## src/rtl/aes_vector_gen.sv

```systemverilog
// rtl/aes_vector_gen.sv - AES known-answer / stimulus vector generator
// Streams VarKey, VarText, LFSR-random or fixed vectors with per-vector repeat over valid/ready.
module aes_vector_gen #(
   parameter int           KEY_SIZE  = 128,
   parameter int           REPEAT_W  = 8,
   parameter int           CNT_W     = 16,
   parameter logic [127:0] LFSR_SEED = 128'h1
) (
   input  logic                clk,
   input  logic                reset,
   input  logic                start,
   input  logic                abort,
   input  logic [1:0]          mode,
   input  logic [REPEAT_W-1:0] repeat_cnt,
   input  logic [CNT_W-1:0]    num_vec,
   input  logic [127:0]        fixed_text,
   input  logic [KEY_SIZE-1:0] fixed_key,
   input  logic                out_ready,
   output logic                out_valid,
   output logic [127:0]        plainText,
   output logic [KEY_SIZE-1:0] cypher_key,
   output logic [CNT_W-1:0]    vec_idx,
   output logic                busy,
   output logic                done
);

   typedef enum logic [1:0] {IDLE, RUN, FIN} state_t;

   typedef struct packed {
      logic [127:0]        text;
      logic [KEY_SIZE-1:0] key;
   } vec_t;

   state_t              state, state_n;
   logic [1:0]          mode_r;
   logic [REPEAT_W-1:0] rep_max, rep, rep_n;
   logic [CNT_W-1:0]    cnt_r, start_cnt, idx_n;
   logic [127:0]        ftext_r, lfsr, lfsr_n, lfsr_adv;
   logic [KEY_SIZE-1:0] fkey_r;
   logic                valid_n, busy_n, done_n, last;
   vec_t                vec_n;

   function automatic vec_t gen_vec(input logic [1:0]          m,
                                    input logic [CNT_W-1:0]    i,
                                    input logic [127:0]        s,
                                    input logic [127:0]        ft,
                                    input logic [KEY_SIZE-1:0] fk);
      vec_t v;
      v = '0;
      case (m)
         2'd0:    v.key  = ~({KEY_SIZE{1'b1}} >> (32'(i) + 32'd1));
         2'd1:    v.text = ~({128{1'b1}} >> (32'(i) + 32'd1));
         2'd2:    begin v.text = s;  v.key = fk; end
         default: begin v.text = ft; v.key = fk; end
      endcase
      return v;
   endfunction

   function automatic logic [127:0] lfsr_step(input logic [127:0] s);
      return {s[126:0], s[127] ^ s[126] ^ s[125] ^ s[120]};
   endfunction

   always_comb begin
      case (mode)
         2'd0:    start_cnt = CNT_W'(KEY_SIZE);
         2'd1:    start_cnt = CNT_W'(128);
         default: start_cnt = num_vec;
      endcase
   end

   // LFSR only moves in Random mode, and only when a new vector is fetched
   assign lfsr_adv = (mode_r == 2'd2) ? lfsr_step(lfsr) : lfsr;
   assign last     = (vec_idx == cnt_r - 1'b1);

   always_ff @(posedge clk or posedge reset) begin
      if (reset) begin
         mode_r  <= '0;
         rep_max <= '0;
         cnt_r   <= '0;
         ftext_r <= '0;
         fkey_r  <= '0;
      end else if (state == IDLE && start) begin
         mode_r  <= mode;
         rep_max <= repeat_cnt;
         cnt_r   <= start_cnt;
         ftext_r <= fixed_text;
         fkey_r  <= fixed_key;
      end
   end

   always_ff @(posedge clk or posedge reset) begin
      if (reset) begin
         state      <= IDLE;
         out_valid  <= 1'b0;
         plainText  <= '0;
         cypher_key <= '0;
         vec_idx    <= '0;
         rep        <= '0;
         lfsr       <= LFSR_SEED;
         busy       <= 1'b0;
         done       <= 1'b0;
      end else begin
         state      <= state_n;
         out_valid  <= valid_n;
         plainText  <= vec_n.text;
         cypher_key <= vec_n.key;
         vec_idx    <= idx_n;
         rep        <= rep_n;
         lfsr       <= lfsr_n;
         busy       <= busy_n;
         done       <= done_n;
      end
   end

   always_comb begin
      state_n    = state;
      valid_n    = out_valid;
      vec_n.text = plainText;
      vec_n.key  = cypher_key;
      idx_n      = vec_idx;
      rep_n      = rep;
      lfsr_n     = lfsr;
      busy_n     = busy;
      done_n     = 1'b0;
      case (state)
         IDLE: begin
            if (start) begin
               busy_n = 1'b1;
               lfsr_n = LFSR_SEED;
               rep_n  = '0;
               idx_n  = '0;
               if (start_cnt == '0) begin
                  state_n = FIN;
               end else begin
                  state_n = RUN;
                  valid_n = 1'b1;
                  vec_n   = gen_vec(mode, '0, LFSR_SEED, fixed_text, fixed_key);
               end
            end
         end
         RUN: begin
            if (abort) begin
               state_n = IDLE;
               valid_n = 1'b0;
               busy_n  = 1'b0;
            end else if (out_valid && out_ready) begin
               if (rep != rep_max) begin
                  rep_n = rep + 1'b1;
               end else begin
                  rep_n = '0;
                  if (last) begin
                     state_n = FIN;
                     valid_n = 1'b0;
                  end else begin
                     idx_n  = vec_idx + 1'b1;
                     lfsr_n = lfsr_adv;
                     vec_n  = gen_vec(mode_r, vec_idx + 1'b1, lfsr_adv, ftext_r, fkey_r);
                  end
               end
            end
         end
         FIN: begin
            state_n = IDLE;
            busy_n  = 1'b0;
            done_n  = 1'b1;
         end
         default: state_n = IDLE;
      endcase
   end

endmodule

```

## config.mk

```make
export PLATFORM = sky130hd
export DESIGN_NAME = aes_vector_gen
export DESIGN_NICKNAME = d
export VERILOG_FILES = /design/src/rtl/aes_vector_gen.sv
export SDC_FILE = /design/constraint.sdc
export NUM_CORES = 2
export LEC_CHECK = 0
export ABC_AREA = 1
export BUFFER_PORTS_ARGS = -buffer_cell sky130_fd_sc_hd__buf_4
export CELL_PAD_IN_SITES_DETAIL_PLACEMENT = 2
export CELL_PAD_IN_SITES_GLOBAL_PLACEMENT = 2
export CORE_ASPECT_RATIO = 1.2
export CORE_MARGIN = 3
export CORE_UTILIZATION = 35
export DETAILED_ROUTE_END_ITERATION = 16
export PLACE_DENSITY = 0.87
export REMOVE_ABC_BUFFERS = 1
export SYNTH_ARGS = -nofsm -noshare
export SYNTH_HDL_FRONTEND = slang
export SYNTH_SLANG_ARGS = --single-unit
```

## constraint.sdc

```tcl
create_clock -name clk -period 34.4 [get_ports clk]
set_clock_uncertainty 0.15 [all_clocks]
set_input_delay 5.16 -clock clk [delete_from_list [all_inputs] [get_ports clk]]
set_output_delay 5.16 -clock clk [all_outputs]
set_load 0.05 [all_outputs]
```

==> metrics.sh <==
CRIT_ARRIVAL_NS=9.39
CLK_PIN_SLEW_NS=0.06
SYNTHESIS.AREA_UM2=37000
CLOCKBUFFERDEPTH=3
GRT-OVFL-TOTAL=0
DPL-INSTANCE-AREA_UM2=42200
CLOCK_BUFFERS_CREATED_BY_TRITONCTS=80
REGTOREGENDPOINT='lfsr[32]'
VIA_PER_INST=5.59
ROW_COUNT=130
HOLD_PATH_CLASS='reg2reg'
SETUP_TNS_FINAL_NS=0
SYNTH-SEQ-CELLS=695
FINAL_PERIOD_MINUS_WORST_SETUP_SLACK_NS=9.03
CRITICAL_PATH_REQUIRED_NS=34.76
POWER.SEQUENTIAL.FRACTION=0.279
GPL.FINAL_WEIGHTED_CONGESTION=0.840
WORSTPATHMAXFANOUT=205
GATES_RESIZED_CTS_REPAIR=0
SYN_INST=5184
CRIT_PATH_START_KIND='input port'
YS.WARNINGS.COUNT=0
FINAL_NET_COUNT=5830
HOLD_PATH_STARTPOINT='ftext_r[17]'
TIMING.MAX_CAP.VIOLATIONS=1
FINAL-SETUP-VIOL-COUNT=0
HOLD_VIOL_FINAL=0
TRITONCTS='done'
POST-ROUTE-CELL-AREA_UM2=44800
IO_PINS=562
RRSETUPSLACK_NS=28.98
REPORT.FINAL.SLEW_VIOL_COUNT=0
MAX_SLEW.WORST_PIN.SLEW_NS=1.46
COUNT_OF_CELLS_ALONG_THE_WORST_HOLD_PATH=2
CTS_HTREE_LEVELS=3
DIE_AREA_UM2=110000
FIN_WORST_HOLD_SLACK_NS=0.328
DIE_HEIGHT_UM=362
LEAK_nW=22.8
ROUTED_WIRE_LENGTH_PER_INSTANCE_UM=26.2
CLOCKROOTBUFFER='clkbuf_16'
POWERDENSITY_nW_PER_UM2=111
GRT_USAGE=0.329
CTS_HOLD_BUF=0
WORST-R2R-CELL-COUNT=11
SHARE_CLK_OF_TOTAL_POWER=0.179
DETAILROUTE.VIA_COUNT=39100
LAYOUT-AREA-OVERHEAD-VS-SYNTH_PCT=21.0
FAILED_CHECKS='max-capacitance violations'
SYNTH_CELL_TYPE_COUNT=57
DP_HPWL_UM=117000
WORST_SKEW_PAIR.LATE_LATENCY_NS=0.65
INTERNAL_DISSIPATION_W=0.00230
GRT_PASS1_VIAS=43400
SYNTHESIS.AREA_PER_INSTANCE_UM2=7.15
ROUTE.DETAILED.DRC=0
CORE_AREA_UM2=105000
POWER.IR.VDD_WORST_mV=0.0563
GRT_SETUP_UNREPAIRED='no'
PORT_BUFFERS=561
SYNTH-SEQ-AREA-SHARE=0.469
FINAL_LAYOUT_SIZE_SUFFIX_GT1_FRAC=0.145
FIRST_PASS_GRT_WIRE_LENGTH_UM=276000
INITIAL_ANTENNA_VIOLATION_COUNT=11
WHS_ENDPOINT='ftext_r[17]'
TIMING.CRITICAL_PATH.TO_TYPE='flip-flop'
POSTCTSSETUPBUFFERS=0
OUTCOME='finished, violations left'
DIE_X_UM=303
R2R_PATH_START='state[1]'
COUNT_OF_NETS_LEFT_WITH_ANTENNA_VIOLATIONS_AFTER_DETAIL_ROUTING=0
DRT_PASS1_ITERATIONS=5
POWER.COMBINATIONAL.FRACTION=0.542
PERIOD_UTILIZATION=0.262
PATH_CLASS='in2reg'
TOTAL_SWITCHING_POWER_W=0.00268
ROUTE.FINAL.WIRE_LENGTH_UM=183000
TRITONCTS_NUM_SINKS=695
SLEW_HEADROOM=0.0198
INITIALDRTVIOLATIONCOUNT=2653
N_FILL_CELL=12200
GRT_START_MAX_NET_PINS=206
MAX_CLOCK_FREQ_MHz=111
SWITCHING_FRACTION=0.538
START_UTIL=0.353
## stage by stage
stage               total power [W]  worst slack, ns   util  std cells
floorplan                   0.00308             8.77      -       4836
global placement            0.00391            25.08  0.402       6840
detailed placement          0.00402            24.91  0.402       6840
CTS                         0.00498            25.42  0.427       6981
global route                0.00527            25.15  0.427       6990
finish                      0.00498            25.37  0.427       6991
## registers in the layout, summed over array words and instances (netlist names)
signal      cells
busy            1
mode_r          2
plainText     128
lfsr          128
state           2
fkey_r        128
vec_idx        16
rep_max         8
ftext_r       128
rep             8
done            1
out_valid       1
cypher_key    128
cnt_r          16
## metal layers
metal	GRT usage	vias up	part of all wire
li1	-	17100	-
met2	0.568	1335	0.50
met3	0.0331	459	0.049
met5	0	-	0.000049
met4	0.180	2	0.057
met1	0.400	20200	0.39
## logic make-up (layout without fill, tap and decap cells)
| logic type | after synthesis | in the layout | synth area share |
|---|---|---|---|
| and+or+nand+nor | 2720 | 2720 | 0.286 |
| AOI/OAI and AO/OA | 1004 | 1004 | 0.155 |
| other | 0 | 10 | 0 |
| muxes | 2 | 2 | 0.000540 |
| xor gates and xnor gates | 40 | 40 | 0.00966 |
| adders and majority gates | 7 | 7 | 0.00236 |
| buffers and inverters | 716 | 1127 | 0.0768 |
| DFF | 695 | 695 | 0.469 |
## layout make-up
class                   count  area [um2]  area share
flip-flops and latches    695       17400       0.388
multi-input cells        3773       16900       0.378
repair buffers            618        4680       0.104
clock buffers             115        2340      0.0523
well taps                1386        1730      0.0387
inverters                 368        1420      0.0318
clock inverters            26         282     0.00628
diodes                     10        25.0    0.000558
## power by group through the flow
stage / Sequential (W) / Clock [W] / Combinational (W)
2_1_floorplan: 0.00174 / 0 / 0.00134
3_3_place_gp: 0.00137 / 0 / 0.00254
3_5_place_dp: 0.00138 / 0 / 0.00264
4_1_cts: 0.00139 / 0.000904 / 0.00269
5_1_grt: 0.00142 / 0.000936 / 0.00291
6_report: 0.00139 / 0.000893 / 0.00270
## worst max-delay path, cell delays in order
cell	delay, ns
buf_4	0.11
o41ai_1	0.55
nand4_1	0.23
nor3_1	0.34
a21boi_0	0.18
nand4_1	0.51
buf_4	0.79
buf_12	0.58
a21oi_1	0.11
a21boi_0	0.38
## layout by cell type, fill, tap and decap left out, drive strengths merged, types with 2 or more instances in the layout
cell	instances
nand2	2310
dfrtp	694
buf	618
o21ai	574
inv	372
nor2	251
a21oi	160
clkbuf	115
a211oi	105
nand3	96
a21boi	54
a22oi	41
nand4	34
xnor2	21
xor2	19
nor3	18
clkinv	17
o211ai	16
a22o	12
diode	10
o22ai	10
a211o	10
ha	7
o21bai	6
a31oi	4
bufinv	4
or2	4
nand3b	3
o41ai	3
a2bb2oi	3
o221ai	2
mux2i	2
and3	2
## Yosys cell counts, drive strengths merged
cell | number | share of area
a22o | 12 | 0.0028
a21oi | 160 | 0.022
clkinv | 3 | 0.00030
a31oi | 4 | 0.00068
nor2 | 251 | 0.027
o221ai | 2 | 0.00047
a22oi | 41 | 0.0083
a211o | 10 | 0.0024
nand3b | 3 | 0.00061
o41ai | 3 | 0.00071
nor4 | 1 | 0.00017
nor3 | 18 | 0.0028
or2 | 4 | 0.00068
a31o | 1 | 0.00024
nand3 | 96 | 0.014
o31ai | 1 | 0.00020
nand4 | 34 | 0.0057
a211oi | 105 | 0.021
xnor2 | 21 | 0.0050
dfstp | 1 | 0.00071
a311oi | 1 | 0.00024
nor3b | 1 | 0.00020
o211ai | 16 | 0.0032
dfrtp | 694 | 0.47
and3 | 2 | 0.00034
a2bb2oi | 3 | 0.00071
mux2i | 2 | 0.00054
clkbuf | 247 | 0.025
ha | 7 | 0.0024
o22ai | 10 | 0.0017
o21ai | 574 | 0.078
a21boi | 54 | 0.011
xor2 | 19 | 0.0047
buf | 101 | 0.014
o2111ai | 1 | 0.00024
o21bai | 6 | 0.0012
inv | 365 | 0.037
nand2 | 2310 | 0.23
## worst max path at each step
stage	startpoint	to	slack, ns	cells past startpoint
3_5_place_dp	num_vec[0]	cypher_key[28]	24.91	10
3_3_place_gp	num_vec[0]	cypher_key[24]	25.08	10
2_1_floorplan	start	plainText[97]	8.77	7
5_1_grt	num_vec[0]	plainText[53]	25.15	10
6_report	num_vec[0]	plainText[53]	25.37	10
4_1_cts	num_vec[0]	plainText[53]	25.42	10
Note: power is estimated with default switching activity, not from simulation.
